## src/rtl/pad_in_conditioner_3v_if.sv

```systemverilog
// Bus between the pad buffer ring and the GPIO/interrupt register file.
// The master drives the raw pad inputs and interrupt controls. The slave
// (the conditioner) returns the debounced levels, edge pulses and interrupt
// flags.
// With PAD_IN_COND_GLITCH_CNT_EN defined, the bus also carries the glitch
// counter clear strobe and the count value.
interface pad_in_conditioner_3v_if #(
    parameter int WIDTH = 8
);
    logic [WIDTH-1:0] pad_in;
    logic [WIDTH-1:0] rise_en;
    logic [WIDTH-1:0] fall_en;
    logic [WIDTH-1:0] irq_clr;
    logic [WIDTH-1:0] level;
    logic [WIDTH-1:0] rise;
    logic [WIDTH-1:0] fall;
    logic [WIDTH-1:0] irq_pending;
    logic             irq;
`ifdef PAD_IN_COND_GLITCH_CNT_EN
    logic             glitch_clr;
    logic [7:0]       glitch_cnt;
`endif

    modport master (
`ifdef PAD_IN_COND_GLITCH_CNT_EN
        output glitch_clr,
        input  glitch_cnt,
`endif
        output pad_in, rise_en, fall_en, irq_clr,
        input  level, rise, fall, irq_pending, irq
    );

    modport slave (
`ifdef PAD_IN_COND_GLITCH_CNT_EN
        input  glitch_clr,
        output glitch_cnt,
`endif
        input  pad_in, rise_en, fall_en, irq_clr,
        output level, rise, fall, irq_pending, irq
    );
endinterface

```

## src/rtl/pad_in_conditioner_3v.sv

```systemverilog
// pad_in_conditioner_3v: per-bit conditioning of 3V pad inputs.
// Each bit passes through the following stages:
//   - a two-flop synchronizer,
//   - a consecutive-sample debounce filter,
//   - registered rise/fall pulses,
//   - sticky maskable interrupt-pending flags, OR'd onto a single irq.
// Optional feature macro: PAD_IN_COND_GLITCH_CNT_EN adds an 8-bit
// saturating count of debounce aborts, with a clear strobe.
// Handshake note: there is no valid/ready flow control. Every signal on the
// bus is sampled or updated on every rising clk edge.
module pad_in_conditioner_3v #(
    parameter int   WIDTH     = 8,
    parameter int   DB_BITS   = 4,
    parameter int   DB_COUNT  = 4,
    parameter logic RESET_VAL = 1'b0
) (
    input logic                    clk,
    input logic                    reset,
    pad_in_conditioner_3v_if.slave bus
);

    // Refuse to elaborate when the counter cannot represent DB_COUNT-1.
    generate
        if (DB_COUNT < 1 || DB_COUNT > (2 ** DB_BITS)) begin : g_bad_db_count
            $error("pad_in_conditioner_3v: DB_COUNT out of range 1..2**DB_BITS");
        end
    endgenerate

    localparam logic [DB_BITS-1:0] CNT_MAX = DB_BITS'(DB_COUNT - 1);

    logic [WIDTH-1:0]   r_sync1;
    logic [WIDTH-1:0]   r_sync2;
    logic [WIDTH-1:0]   r_level;
    logic [WIDTH-1:0]   r_rise;
    logic [WIDTH-1:0]   r_fall;
    logic [WIDTH-1:0]   r_pend;
    logic [DB_BITS-1:0] r_cnt [WIDTH];

    logic [WIDTH-1:0]   w_diff;
    logic [WIDTH-1:0]   w_done;
    logic [WIDTH-1:0]   w_set;

    assign w_diff = r_sync2 ^ r_level;

    // A bit is accepted once it has differed for DB_COUNT consecutive samples.
    always_comb begin
        w_done = '0;
        for (int i = 0; i < WIDTH; i++) begin
            w_done[i] = w_diff[i] && (r_cnt[i] == CNT_MAX);
        end
    end

    // Edge pulses are the registered outputs, so capture lags them by one edge.
    assign w_set = (r_rise & bus.rise_en) | (r_fall & bus.fall_en);

    // Two-flop synchronizer with nothing between the stages.
    always_ff @(posedge clk) begin
        if (reset) begin
            r_sync1 <= {WIDTH{RESET_VAL}};
            r_sync2 <= {WIDTH{RESET_VAL}};
        end else begin
            r_sync1 <= bus.pad_in;
            r_sync2 <= r_sync1;
        end
    end

    // Debounce counters, stable level and the one-cycle edge pulses.
    always_ff @(posedge clk) begin
        if (reset) begin
            r_level <= {WIDTH{RESET_VAL}};
            r_rise  <= '0;
            r_fall  <= '0;
            for (int i = 0; i < WIDTH; i++) begin
                r_cnt[i] <= '0;
            end
        end else begin
            r_level <= r_level ^ w_done;
            r_rise  <= w_done & r_sync2;
            r_fall  <= w_done & ~r_sync2;
            for (int i = 0; i < WIDTH; i++) begin
                if (!w_diff[i] || w_done[i]) begin
                    r_cnt[i] <= '0;
                end else begin
                    r_cnt[i] <= r_cnt[i] + 1'b1;
                end
            end
        end
    end

    // Sticky pending flags; a new capture beats a simultaneous clear.
    always_ff @(posedge clk) begin
        if (reset) begin
            r_pend <= '0;
        end else begin
            r_pend <= w_set | (r_pend & ~bus.irq_clr);
        end
    end

    assign bus.level       = r_level;
    assign bus.rise        = r_rise;
    assign bus.fall        = r_fall;
    assign bus.irq_pending = r_pend;
    assign bus.irq         = |r_pend;

`ifdef PAD_IN_COND_GLITCH_CNT_EN
    logic [7:0]       r_glitch_cnt;
    logic [WIDTH-1:0] w_abort;

    // An abort is a partial count that collapses because the input returned.
    always_comb begin
        w_abort = '0;
        for (int i = 0; i < WIDTH; i++) begin
            w_abort[i] = !w_diff[i] && (r_cnt[i] != '0);
        end
    end

    // Saturating abort counter; clear beats increment.
    always_ff @(posedge clk) begin
        if (reset || bus.glitch_clr) begin
            r_glitch_cnt <= '0;
        end else if ((|w_abort) && (r_glitch_cnt != 8'hFF)) begin
            r_glitch_cnt <= r_glitch_cnt + 8'd1;
        end
    end

    assign bus.glitch_cnt = r_glitch_cnt;
`endif

endmodule

```

## src/flat_wrapper.sv

```systemverilog
// flat-port wrapper written by rule: the top's interface ports become plain ports
module pad_in_conditioner_3v_flat 
#(
    parameter int   WIDTH     = 8,
    parameter int   DB_BITS   = 4,
    parameter int   DB_COUNT  = 4,
    parameter logic RESET_VAL = 1'b0
)
  (clk, reset, bus_pad_in, bus_rise_en, bus_fall_en, bus_irq_clr, bus_level, bus_rise, bus_fall, bus_irq_pending, bus_irq);
  pad_in_conditioner_3v_if #(.WIDTH(WIDTH)) bus_i ();
  input logic clk;
  input logic reset;
  input wire logic [$bits(bus_i.pad_in)-1:0] bus_pad_in;
  input wire logic [$bits(bus_i.rise_en)-1:0] bus_rise_en;
  input wire logic [$bits(bus_i.fall_en)-1:0] bus_fall_en;
  input wire logic [$bits(bus_i.irq_clr)-1:0] bus_irq_clr;
  output wire logic [$bits(bus_i.level)-1:0] bus_level;
  output wire logic [$bits(bus_i.rise)-1:0] bus_rise;
  output wire logic [$bits(bus_i.fall)-1:0] bus_fall;
  output wire logic [$bits(bus_i.irq_pending)-1:0] bus_irq_pending;
  output wire logic [$bits(bus_i.irq)-1:0] bus_irq;
  assign bus_i.pad_in = bus_pad_in;
  assign bus_i.rise_en = bus_rise_en;
  assign bus_i.fall_en = bus_fall_en;
  assign bus_i.irq_clr = bus_irq_clr;
  assign bus_level = bus_i.level;
  assign bus_rise = bus_i.rise;
  assign bus_fall = bus_i.fall;
  assign bus_irq_pending = bus_i.irq_pending;
  assign bus_irq = bus_i.irq;
  pad_in_conditioner_3v #(.WIDTH(WIDTH), .DB_BITS(DB_BITS), .DB_COUNT(DB_COUNT), .RESET_VAL(RESET_VAL)) u_core (.clk(clk), .reset(reset), .bus(bus_i));
endmodule
```

## config.mk

```make
export PLATFORM = sky130hd
export DESIGN_NAME = pad_in_conditioner_3v_flat
export DESIGN_NICKNAME = d
export VERILOG_FILES = /design/src/rtl/pad_in_conditioner_3v_if.sv /design/src/rtl/pad_in_conditioner_3v.sv /design/src/flat_wrapper.sv
export SDC_FILE = /design/constraint.sdc
export NUM_CORES = 1
export LEC_CHECK = 0
export ABC_AREA = 1
export BUFFER_PORTS_ARGS = -buffer_cell sky130_fd_sc_hd__buf_2
export CAP_MARGIN = 0
export CORE_MARGIN = 3
export CORE_UTILIZATION = 49
export DETAILED_ROUTE_END_ITERATION = 10
export MAX_ROUTING_LAYER = met4
export PLACE_DENSITY = 0.75
export SLEW_MARGIN = 20
export SYNTH_ARGS = -nofsm -noshare
export SYNTH_HDL_FRONTEND = slang
export SYNTH_SLANG_ARGS = --single-unit
```

## constraint.sdc

```tcl
create_clock -name clk -period 1.24 [get_ports clk]
set_clock_uncertainty 0.1 [all_clocks]
set_input_delay 0.248 -clock clk [delete_from_list [all_inputs] [get_ports clk]]
set_output_delay 0.248 -clock clk [all_outputs]
set_load 0.01 [all_outputs]
```

# Word-level counts from Yosys, hierarchy flattened

Memory sizes are Yosys's and may differ from the RTL's.
Index checks and enable logic that the tools add are counted.

RAM bits: 32
Memories: 1
Register bits after elaboration: 48
Bits of input ports: 34
Word-level logic and storage cells: 141

Memory list:

| memory       | depth | width | rd ports | clocked after memory_dff | wr ports | line                        | source |
|---|---|---|---|---|---|---|---|
| u_core.r_cnt | 8     | 4     | 8        | 0                        | 8        | pad_in_conditioner_3v.sv:37 | `logic [DB_BITS-1:0] r_cnt [WIDTH];` |

Eq/ne operators: 8
Reduce and logical (&&, ||, !) cells: 25
Bitwise operators: 27
Add/sub/neg operators: 8
Muxes and demuxes: 66

Operator list:

| kind                                                                  | count |
|---|---|
| 4-bit 2-to-1 mux                                                      | 16 |
| 1-bit 2-to-1 mux                                                      | 50 |
| 8-bit bitwise AND                                                     | 5 |
| 4-bit by 1-bit adder with 4-bit output, second input constant         | 8 |
| 4-bit by 2-bit equality test with 1-bit output, second input constant | 8 |
| 8-bit inverter                                                        | 2 |
| 1-bit bitwise OR                                                      | 16 |
| 8-bit bitwise OR                                                      | 2 |
| 8-bit XOR                                                             | 2 |
| 1-bit logical AND                                                     | 8 |
| 1-bit zero test                                                       | 8 |
| 1-bit logical OR                                                      | 8 |
| 8-bit OR reduction                                                    | 1 |

# Longest topological paths before layout

Gate-level depths: netlist (run 1).

Depth after elaboration: 8
Gate-level depth with buffers: 6

# Worst setup path before layout (run 1)

No wires, ideal clock.

Kind: register to register
From: memory u_core.r_cnt[5][0], in the netlist u_core.r_cnt[0][20]
To: memory u_core.r_cnt[5][2], in the netlist u_core.r_cnt[0][22] (data pin)
Period minus slack after synthesis: 1.228 ns
Buffers on the path: 0
Arrival time: 0.873 ns
Cell stages (with the launch flop): 4
Slack: 0.012 ns
Library setup time: 0.256 ns
Path through: edfxtp_1 ha_1 xnor2_1 nor2_1

RTL lines:

| what               | line |
|---|---|
| start: declaration | pad_in_conditioner_3v.sv:37 |

# Worst setup path after layout (run 1)

From: register u_core.r_pend[4], in the netlist u_core.bus.irq_pending[4]
To: output port bus_irq

Word-level cells in the longest chain between the ends: 1

RTL lines:

| what                     | line                         | source |
|---|---|---|
| start: declaration       | pad_in_conditioner_3v.sv:36  | `logic [WIDTH-1:0] r_pend;` |
| start signal: assignment | pad_in_conditioner_3v.sv:95  | `r_pend <= w_set \| (r_pend & ~bus.irq_clr);` |
| 8-bit OR reduction       | pad_in_conditioner_3v.sv:103 | `assign bus.irq = \|r_pend;` |
| end: declaration         | flat_wrapper.sv:21           | `output wire logic [$bits(bus_i.irq)-1:0] bus_irq;` |

Every way passes these cells.

==> results of run 1 <==
synth_stat cells:
master / count / area [um^2]
nand3_2: 6 / 60.1
xnor2_1: 8 / 70.1
ha_1: 8 / 100
nand2_1: 76 / 285
buf_2: 2 / 10.0
buf_6: 2 / 22.5
inv_12: 1 / 16.3
buf_12: 1 / 20.0
edfxtp_1: 32 / 961
nand4_1: 15 / 93.8
nand3_1: 24 / 120
nor2_1: 80 / 300
inv_1: 56 / 210
nor2_4: 2 / 22.5
dfxtp_1: 48 / 961
a21oi_1: 2 / 10.0
nand2_2: 2 / 12.5
nand2_4: 2 / 22.5
conb_1: 1 / 3.75
a31oi_1: 8 / 50.1
cell families (layout without fill, tap and decap cells):
kind of cell / after synthesis / count (layout)
AND/OR/NAND/NOR: 207 / 207
XOR/XNOR: 8 / 8
flip-flops: 80 / 80
other: 1 / 32
adder cells (fa/ha/maj): 8 / 8
buffers and inverters: 62 / 195
AO/OA/AOI/OAI: 10 / 10
per-stage QoR:
step	std cells	hold slack [ns]	total power (W)
floorplan	407	0.255	0.00313
global placement	592	0.292	0.00329
detailed placement	592	0.293	0.00331
CTS	616	0.00213	0.00568
global route	617	0.0183	0.00588
finish	617	0.0176	0.00567
layer usage:
metal | vias to the layer above | track usage [%] | share of wire, %
met5 | - | - | 0
met4 | 0 | 6.04 | 0.94
met3 | 5 | 5.31 | 6.0
met2 | 76 | 30.9 | 49
met1 | 1308 | 20.6 | 44
li1 | 1485 | - | -
final cells by class:
cell class,instances,area (um^2),area share [%]
Tap cell,77,96.3,2.03
Clock inverter,4,70.1,1.48
Multi-Input combinational cell,265,1450,30.4
Inverter,57,226,4.77
Sequential cell,80,1940,40.9
Clock buffer,12,188,3.95
Timing Repair Buffer,122,782,16.5
flip-flops by register name, indices dropped and copies added, names as in the netlist, named ones only:
signal,flops
u_core.bus.rise,8
u_core.bus.irq_pending,8
u_core.r_cnt,32
u_core.r_sync2,8
u_core.bus.fall,8
u_core.r_sync1,8
final timing paths:
| check | start | to | slack (ns) | depth (start not counted) |
|---|---|---|---|---|
| worst max register to register | u_core.r_cnt[0][24] | u_core.r_cnt[0][27] | -0.01 | 6 |
| worst min register to register | u_core.r_sync1[4] | u_core.r_sync2[4] | 0.30 | 2 |
| worst max-delay path | u_core.bus.irq_pending[4] | bus_irq | -0.17 | 3 |
| worst min-delay path | bus_pad_in[7] | u_core.r_sync1[7] | 0.02 | 3 |
worst register-to-register path, stage by stage, from the launching register on:
cell and delay (ns):
edfxtp_1 0.44, buf_6 0.15, buf_6 0.11, nand3_2 0.05
nand2_1 0.06, nand2_1 0.07, nor2_1 0.04
power by group:
| part | internal (W) | switching [W] |
|---|---|---|
| clock network | 0.00143 | 0.000924 |
| registers | 0.00281 | 0.0000505 |
| logic | 0.000229 | 0.000234 |
| total | 0.00446 | 0.00121 |
repair_timing:
| item | in CTS | in global routing |
|---|---|---|
| pin swaps | 4 | 20 |
| hold endpoints to repair | 6 | 0 |
| setup buffers | 2 | 2 |
| gates cloned | 0 | 0 |
| hold buffers | 6 | 0 |
| endpoints found under the setup margin | 24 | 41 |
| resized for setup | 17 | 43 |
==> results.md, run 1 <==
* Synthesis Warnings at 0
* Vias in the first global route at 2,573
* Final wirelength at 6810 um
* Initial DRC Count at 71
* Critical path's slowest cell: dfxtp_4
* Worst-path clk slew at 0.08 ns
* CP cell instances: nor2_4 > nand4_1 > buf_2
* First-pass GRT wire length at 10,700 um
* Pre-CTS WS at -0.0399 ns
* Post-layout util at 73.1%
* Largest family of logic cells by synthesized area: simple AND/OR/NAND/NOR gates
* P_leak at 2.20 nW
* Peak supply drop at 0.712 mV
* Max H-tree Level at 3
* WP data arrival at 1.07 ns
* RSZ-0062 raised after global routing: true
* Filler cells at 501
* Commonest non-fill, non-tap cell in the layout: nand2_1
* CP Capture Type: output pin
* XOR/XNOR Fraction of Synth Area at 2.09%
* Vert. Die Dim at 88.7 um
* CP Launch Type: register
* I/O pins at 67
* CTS buffer count at 9
* NumNets Final at 577
* Routed Antenna Nets at 0
* Outcome: finished with violations
* Hold WC Path Type: in2reg
* Worst Path Max Fanout at 3
* Placed inst area at 4200 um^2
* Starting Density at 51.6%
* I/O Buffers at 66
* Buffers plus inverters on the worst setup path at 1
* Final Slew Violations at 0
* Post-Syn Area at 3350 um^2
* Tcrit/Tclk final at 114%
* Grt ovf at 0
* MaxCap Viol Count at 0
* Layout cell share with drive strength beyond 1 at 35.9%
* Die W at 88.7 um
* Final instance area at 4750 um^2
* Failing checks: setup timing
* CP max stage delay at 0.36 ns
* Clk sinks at 80
* Post-Synthesis Cells at 376
* Core area at 6490 um^2
* Register area share after synthesis at 57.3%
* Distinct cells, synth at 20
* Adder-Cell Fraction of Synth Area at 2.99%
* Largest net degree at the start of global routing at 26
* Detailed-route DRC error count at 0
* Setup ws final at -0.174 ns
* Via density at 4.66
* Compound-Gate Fraction of Synth Area at 1.79%
* Die area at 7870 um^2
* Initial antenna violation count at 0
* Setup Crit Path Kind: reg2out
* Mapped Avg Cell Area at 8.91 um^2
* Power density over the cells at 1190 nW/um^2
* Root buffer cell: clkbuf_8
* Routability congestion estimate at 0.788
* WP data required at 0.89 ns
* First-pass DRT Iterations at 4
* Total GRT Usage at 18.2%
* Tmin final at 1.41 ns
* Post-Synth Simple-Gate Area at 27.4%
* Via count at 2,874
* Antenna diodes at 0
* DR WL/cell at 11.0 um
* Area delta synth->final at 41.6%
* Highest-count cells in the layout ignoring fill and taps: 71 x nand2_1, 67 x nor2_1, 64 x buf_2
* Worst-Skew Late Latency at 0.35 ns
* Final hold vios at 0
* Post-synthesis register bit count at 80
* Mux share of post-synthesis cell area at 0%
* Site Rows at 29
* Fmax at 707 MHz
* TritonCTS clock tree: done
* Final setup fails at 3
* Setup TNS at -0.213 ns
* Dpl hpwl at 4740 um
* Critical path's top delay family: flip-flops
* CTS max path bufs at 2
Note: power is estimated with default switching activity, not from simulation.
==> inputs of run 2 (changes only) <==
- ABC_AREA: 1 -> not set
- CORE_UTILIZATION: 49 -> 58
- PLACE_DENSITY: 0.75 -> 0.84
- clock period: 1.24 -> 1.8 ns (I/O delays scaled with it)
==> results.md, run 2 <==
* Die area at 6400 um^2
* Die W at 80.0 um
* Via density at 4.89
* Synth area leader: dfxtp_1
* Comb pwr share at 4.7%
* Top reg by flops: u_core.r_cnt
* Commonest non-fill, non-tap cell in the layout: buf_2
* Grt ovf at 0
* Setup TNS at 0 ns
* P_leak at 1.74 nW
* Tmin final at 1.69 ns
* CTS max path bufs at 2
* Clock Power Share at 44.1%
* Max H-tree Level at 3
* Buffers plus inverters on the worst setup path at 1
* CTS buffer count at 9
* Vert. Die Dim at 80.0 um
* Final setup fails at 0
* Routed Antenna Nets at 0
* CP cell instances: nor4_4 > nand2_1 > buf_2
* Reg power frac at 51.2%
* Post-Synthesis Cells at 272
* I/O Buffers at 66
* Layout cell share with drive strength beyond 1 at 26.2%
* Pre-CTS WS at 0.185 ns
* Outcome: finished, final reports clean
* Async set-reset flop share out of synthesis at 0%
* Largest net degree at the start of global routing at 24
* Largest cells by area after synthesis: dfxtp_1 30%, edfxtp_1 30%, nor2_1 6.5%
* Hold WC Path Type: in2reg
* Post-synth EDFFs at 32
* DR WL/cell at 12.8 um
* Setup Crit Path Kind: reg2out
* Dpl hpwl at 4230 um
* WP data required at 1.34 ns
* RSZ-0062 raised after global routing: false
* CTS Hold Bufs at 0
* Power density over the cells at 961 nW/um^2
* Root buffer cell: clkbuf_8
* Setup ws final at 0.105 ns
* Switching part of the total at 19.2%
* Final Slew Violations at 0
* Area delta synth->final at 26.5%
* Via count at 2,227
* Fmax at 590 MHz
* Worst Path Max Fanout at 3
* Synth top area share at 30.2%
* Detailed-route DRC error count at 0
* Initial antenna violation count at 0
* Final instance area at 4020 um^2
* First-pass GRT wire length at 9780 um
* Critical path's slowest cell: dfxtp_1
* CP Launch Type: register
* Worst-Skew Late Latency at 0.35 ns
* Core area at 5200 um^2
* Synthesis Warnings at 0
* Commonest cells post-synth: 55 x nor2_1, 48 x dfxtp_1, 32 x edfxtp_1
* I/O pins at 67
* Total GRT Usage at 20.9%
* # Post-CTS Setup Buffers at 0
* Clk sinks at 80
* Highest-count cells in the layout ignoring fill and taps: 66 x buf_2, 55 x nor2_1, 48 x dfxtp_1
* Worst-path clk slew at 0.08 ns
* Distinct cells, synth at 23
* Mapped Avg Cell Area at 11.7 um^2
* Max reg flops at 32
* Peak supply drop at 0.685 mV
* Final hold vios at 0
* Final wirelength at 5810 um
* Starting Density at 61.0%
* Main synth FF type: dfxtp_1
* Site Rows at 26
* CP max stage delay at 0.38 ns
* CP Capture Type: output pin
* Post-Syn Area at 3180 um^2
* Tcrit/Tclk final at 94.2%
* Most frequent cell after synthesis: nor2_1
* First-pass DRT Iterations at 4
* Register area share after synthesis at 60.5%
* Post-synthesis register bit count at 80
* MaxCap Viol Count at 0
* TritonCTS clock tree: done
* Vias in the first global route at 2,233
* Antenna diodes at 0
* NetSw at 0.000741 W
* WP data arrival at 1.23 ns
* Placed inst area at 3730 um^2
* Initial DRC Count at 138
* Routability congestion estimate at 0.798
* Critical path's top delay family: flip-flops
* NumNets Final at 422
* Int Pwr at 0.00312 W
[run 2: changes by cell type after synthesis, sizes merged, moves of 14 or more]
cell,previous run,this run
inv,57,16
nor4b,0,14
nor2,82,55
nand2,80,8
nand3,30,8
nand4,15,0
nor2b,0,15
[run 2: layout make-up]
class                      count  area, um^2
timing repair buffer          72         375
fill                         358        1190
multi-input combinational    201        1310
tap                           70        87.6
inverter                      16        60.1
sequential                    80        1920
clock inverter                 6         130
clock buffer                  10         138
[run 2: worst reg2reg max path, cell delays in order, from the launching register on]
cell and delay (ns):
edfxtp_1 0.42, ha_1 0.26, nor3b_2 0.20, or3_4 0.40, nor2_1 0.11
[run 2: cell families after synthesis]
kind of cell	after synthesis	share of synthesized area, %
simple gates	121	21.8
flops	80	60.5
xor+xnor	24	6.62
buf+inv	22	2.76
fa+ha+maj	8	3.15
compound gates	8	2.52
mux	8	2.52
other cells	1	0.118
[run 2: worst paths after layout]
kind / start / end / slack (ns) / cells after the start
worst max-delay path: u_core.bus.irq_pending[1] / bus_irq / 0.11 / 3
worst min-delay path: bus_pad_in[4] / u_core.r_sync1[4] / 0.11 / 2
worst max register to register: u_core.r_cnt[0][8] / u_core.r_cnt[0][10] / 0.17 / 4
worst min register to register: u_core.r_sync1[0] / u_core.r_sync2[0] / 0.34 / 1
[run 2: stage by stage]
step / std cells / hold slack (ns) / util [%] / total power (W)
6_report: 455 / 0.114 / 77.2 / 0.00386
5_1_grt: 455 / 0.124 / 77.2 / 0.00398
4_1_cts: 455 / 0.103 / 76.9 / 0.00389
3_5_place_dp: 439 / 0.320 / 71.6 / 0.00220
3_3_place_gp: 439 / 0.317 / 71.6 / 0.00218
2_1_floorplan: 303 / 0.311 / - / 0.00212
[run 2: layer usage]
metal  global-route usage (%)  wire [um]  vias to the layer above  share of wire, %
li1                         -          -                     1130                 -
met1                     23.6       2560                     1029                44
met2                     34.1       2840                       62                49
met3                     4.74        332                        6               5.7
met4                     12.0         74                        0               1.3
met5                        -          0                        -                 0
[run 2: timing repair]
| item | 4_1_cts | 5_1_grt |
|---|---|---|
| endpoints found under the setup margin | 1 | 1 |
| resized for setup | 1 | 2 |
| gates cloned | 0 | 0 |
[run 2: power by group through the flow]
stage                     clock network (W)  registers, W  logic [W]
after floorplan                           0       0.00200   0.000115
after global placement                    0       0.00201   0.000170
after detailed placement                  0       0.00202   0.000180
after CTS                           0.00173       0.00197   0.000182
after global routing                0.00179       0.00198   0.000208
final                               0.00170       0.00198   0.000182
==> inputs of run 3 (changes only) <==
- CORE_ASPECT_RATIO: not set -> 1.1
==> results.md, run 3 (synthesized netlist as in run 2, its figures left out) <==
* First-pass GRT wire length at 9690 um
* I/O pins at 67
* Clk sinks at 80
* Tcrit/Tclk final at 92.9%
* Site Rows at 27
* Dpl hpwl at 4130 um
* Top reg by flops: u_core.r_cnt
* Fmax at 598 MHz
* Vert. Die Dim at 83.6 um
* Routed Antenna Nets at 0
* Antenna diodes at 0
* I/O Buffers at 66
* Final wirelength at 5640 um
* Initial DRC Count at 122
* Largest net degree at the start of global routing at 45
* CP cell instances: nor4_1 > nand2_1 > buf_2
* Post_cts resized at 0
* Hold slack at 0.134 ns
* Worst Path Max Fanout at 3
* Critical path's slowest cell: dfxtp_1
* CP Capture Type: output pin
* MaxCap Viol Count at 0
* Hold Path Cell Cnt at 2
* Min-Delay Endpoint: u_core.r_sync1[3]
* Die area at 6400 um^2
* Total GRT Usage at 19.8%
* Final setup fails at 0
* Final Slew Violations at 0
* NumNets Final at 419
* Max H-tree Level at 3
* Worst-Skew Late Latency at 0.34 ns
* Commonest non-fill, non-tap cell in the layout: buf_2
* CP max stage delay at 0.36 ns
* Root buffer cell: clkbuf_8
* Initial antenna violation count at 0
* Final hold vios at 0
* Placed cell count at 438
* FF-to-FF setup slack at 0.18 ns
* Starting Density at 61.9%
* P_leak at 1.67 nW
* Worst Setup SP: u_core.bus.irq_pending[2]
* # Post-CTS Setup Buffers at 0
* Setup Crit Path Kind: reg2out
* DR WL/cell at 12.4 um
* Setup TNS at 0 ns
* Via density at 4.91
* R2R Path Start: u_core.r_cnt[0][24]
* RSZ-0062 raised after global routing: false
* Worst-path clk slew at 0.07 ns
* Via count at 2,229
* Tmin final at 1.67 ns
* Hold path startpoint: bus_pad_in[3]
* Max reg flops at 32
* Hold WC Path Type: in2reg
* Peak supply drop at 0.634 mV
* Area delta synth->final at 22.2%
* CTS buffer count at 9
* Grt ovf at 0
* Non-filler cells in the finished layout at 454
* Routability congestion estimate at 0.760
* Layout cell share with drive strength beyond 1 at 23.8%
* Reg2Reg Depth at 4
* First-pass DRT Iterations at 4
* Core area at 5130 um^2
* CTS Hold Bufs at 0
* Outcome: finished, final reports clean
* WP data arrival at 1.21 ns
* WP data required at 1.34 ns
* TritonCTS clock tree: done
* Detailed-route DRC error count at 0
* Highest-count cells in the layout ignoring fill and taps: 66 x buf_2, 55 x nor2_1, 48 x dfxtp_1
* Critical path's top delay family: simple AND/OR/NAND/NOR gates
* Die W at 76.6 um
* CP Launch Type: register
* Buffers plus inverters on the worst setup path at 1
* Worst R2R End: u_core.r_cnt[0][25]
* Power density over the cells at 838 nW/um^2
* CTS max path bufs at 2
* Vias in the first global route at 2,183
## run 3: cell types whose count changed in the layout (fill, tap and decap cells not counted), sizes merged
cell,change
buf,-3
bufinv,-4
clkbuf,+4
## run 3: final cells by class
type / instances / area [um^2]
well taps: 72 / 90.1
flip-flops and latches: 80 / 1920
multi-input cells: 201 / 1280
clock inverters: 2 / 8.76
fillers: 389 / 1250
clock buffers: 14 / 153
repair buffers: 69 / 365
inverters: 16 / 60.1
## run 3: report_power, final
part	internal (W)	leakage, nW	total (W)	switching [W]
Combinational	0.0000907	0.865	0.000178	0.0000874
Clock	0.000535	0.0821	0.00110	0.000564
Sequential	0.00193	0.720	0.00197	0.0000407
## run 3: layer usage
layer / GRT usage [%] / vias to the layer above / share of wire, %
met2: 33.3 / 67 / 50
met5: - / - / 0
li1: - / 1124 / -
met3: 4.00 / 12 / 5.0
met1: 22.2 / 1026 / 43
met4: 10.2 / 0 / 2.2
## run 3: how the worst max path moves through the flow
stage | end | slack, ns | depth (start not counted)
after CTS | bus_irq | 0.10 | 3
after detailed placement | u_core.r_cnt[0][2] | 0.21 | 4
after global placement | u_core.r_cnt[0][15] | 0.24 | 4
after floorplan | u_core.r_cnt[0][2] | 0.31 | 4
final | bus_irq | 0.13 | 3
after global routing | bus_irq | 0.08 | 3
## run 3: through the flow
step / worst slack [ns] / total power (W) / utilization, % / cell area [um^2]
after floorplan: 0.311 / 0.00212 / - / 3290
after global placement: 0.244 / 0.00218 / 72.5 / 3720
after detailed placement: 0.208 / 0.00219 / 72.5 / 3720
after CTS: 0.104 / 0.00329 / 75.6 / 3880
after global routing: 0.0764 / 0.00340 / 75.6 / 3880
final: 0.128 / 0.00325 / 75.6 / 3880
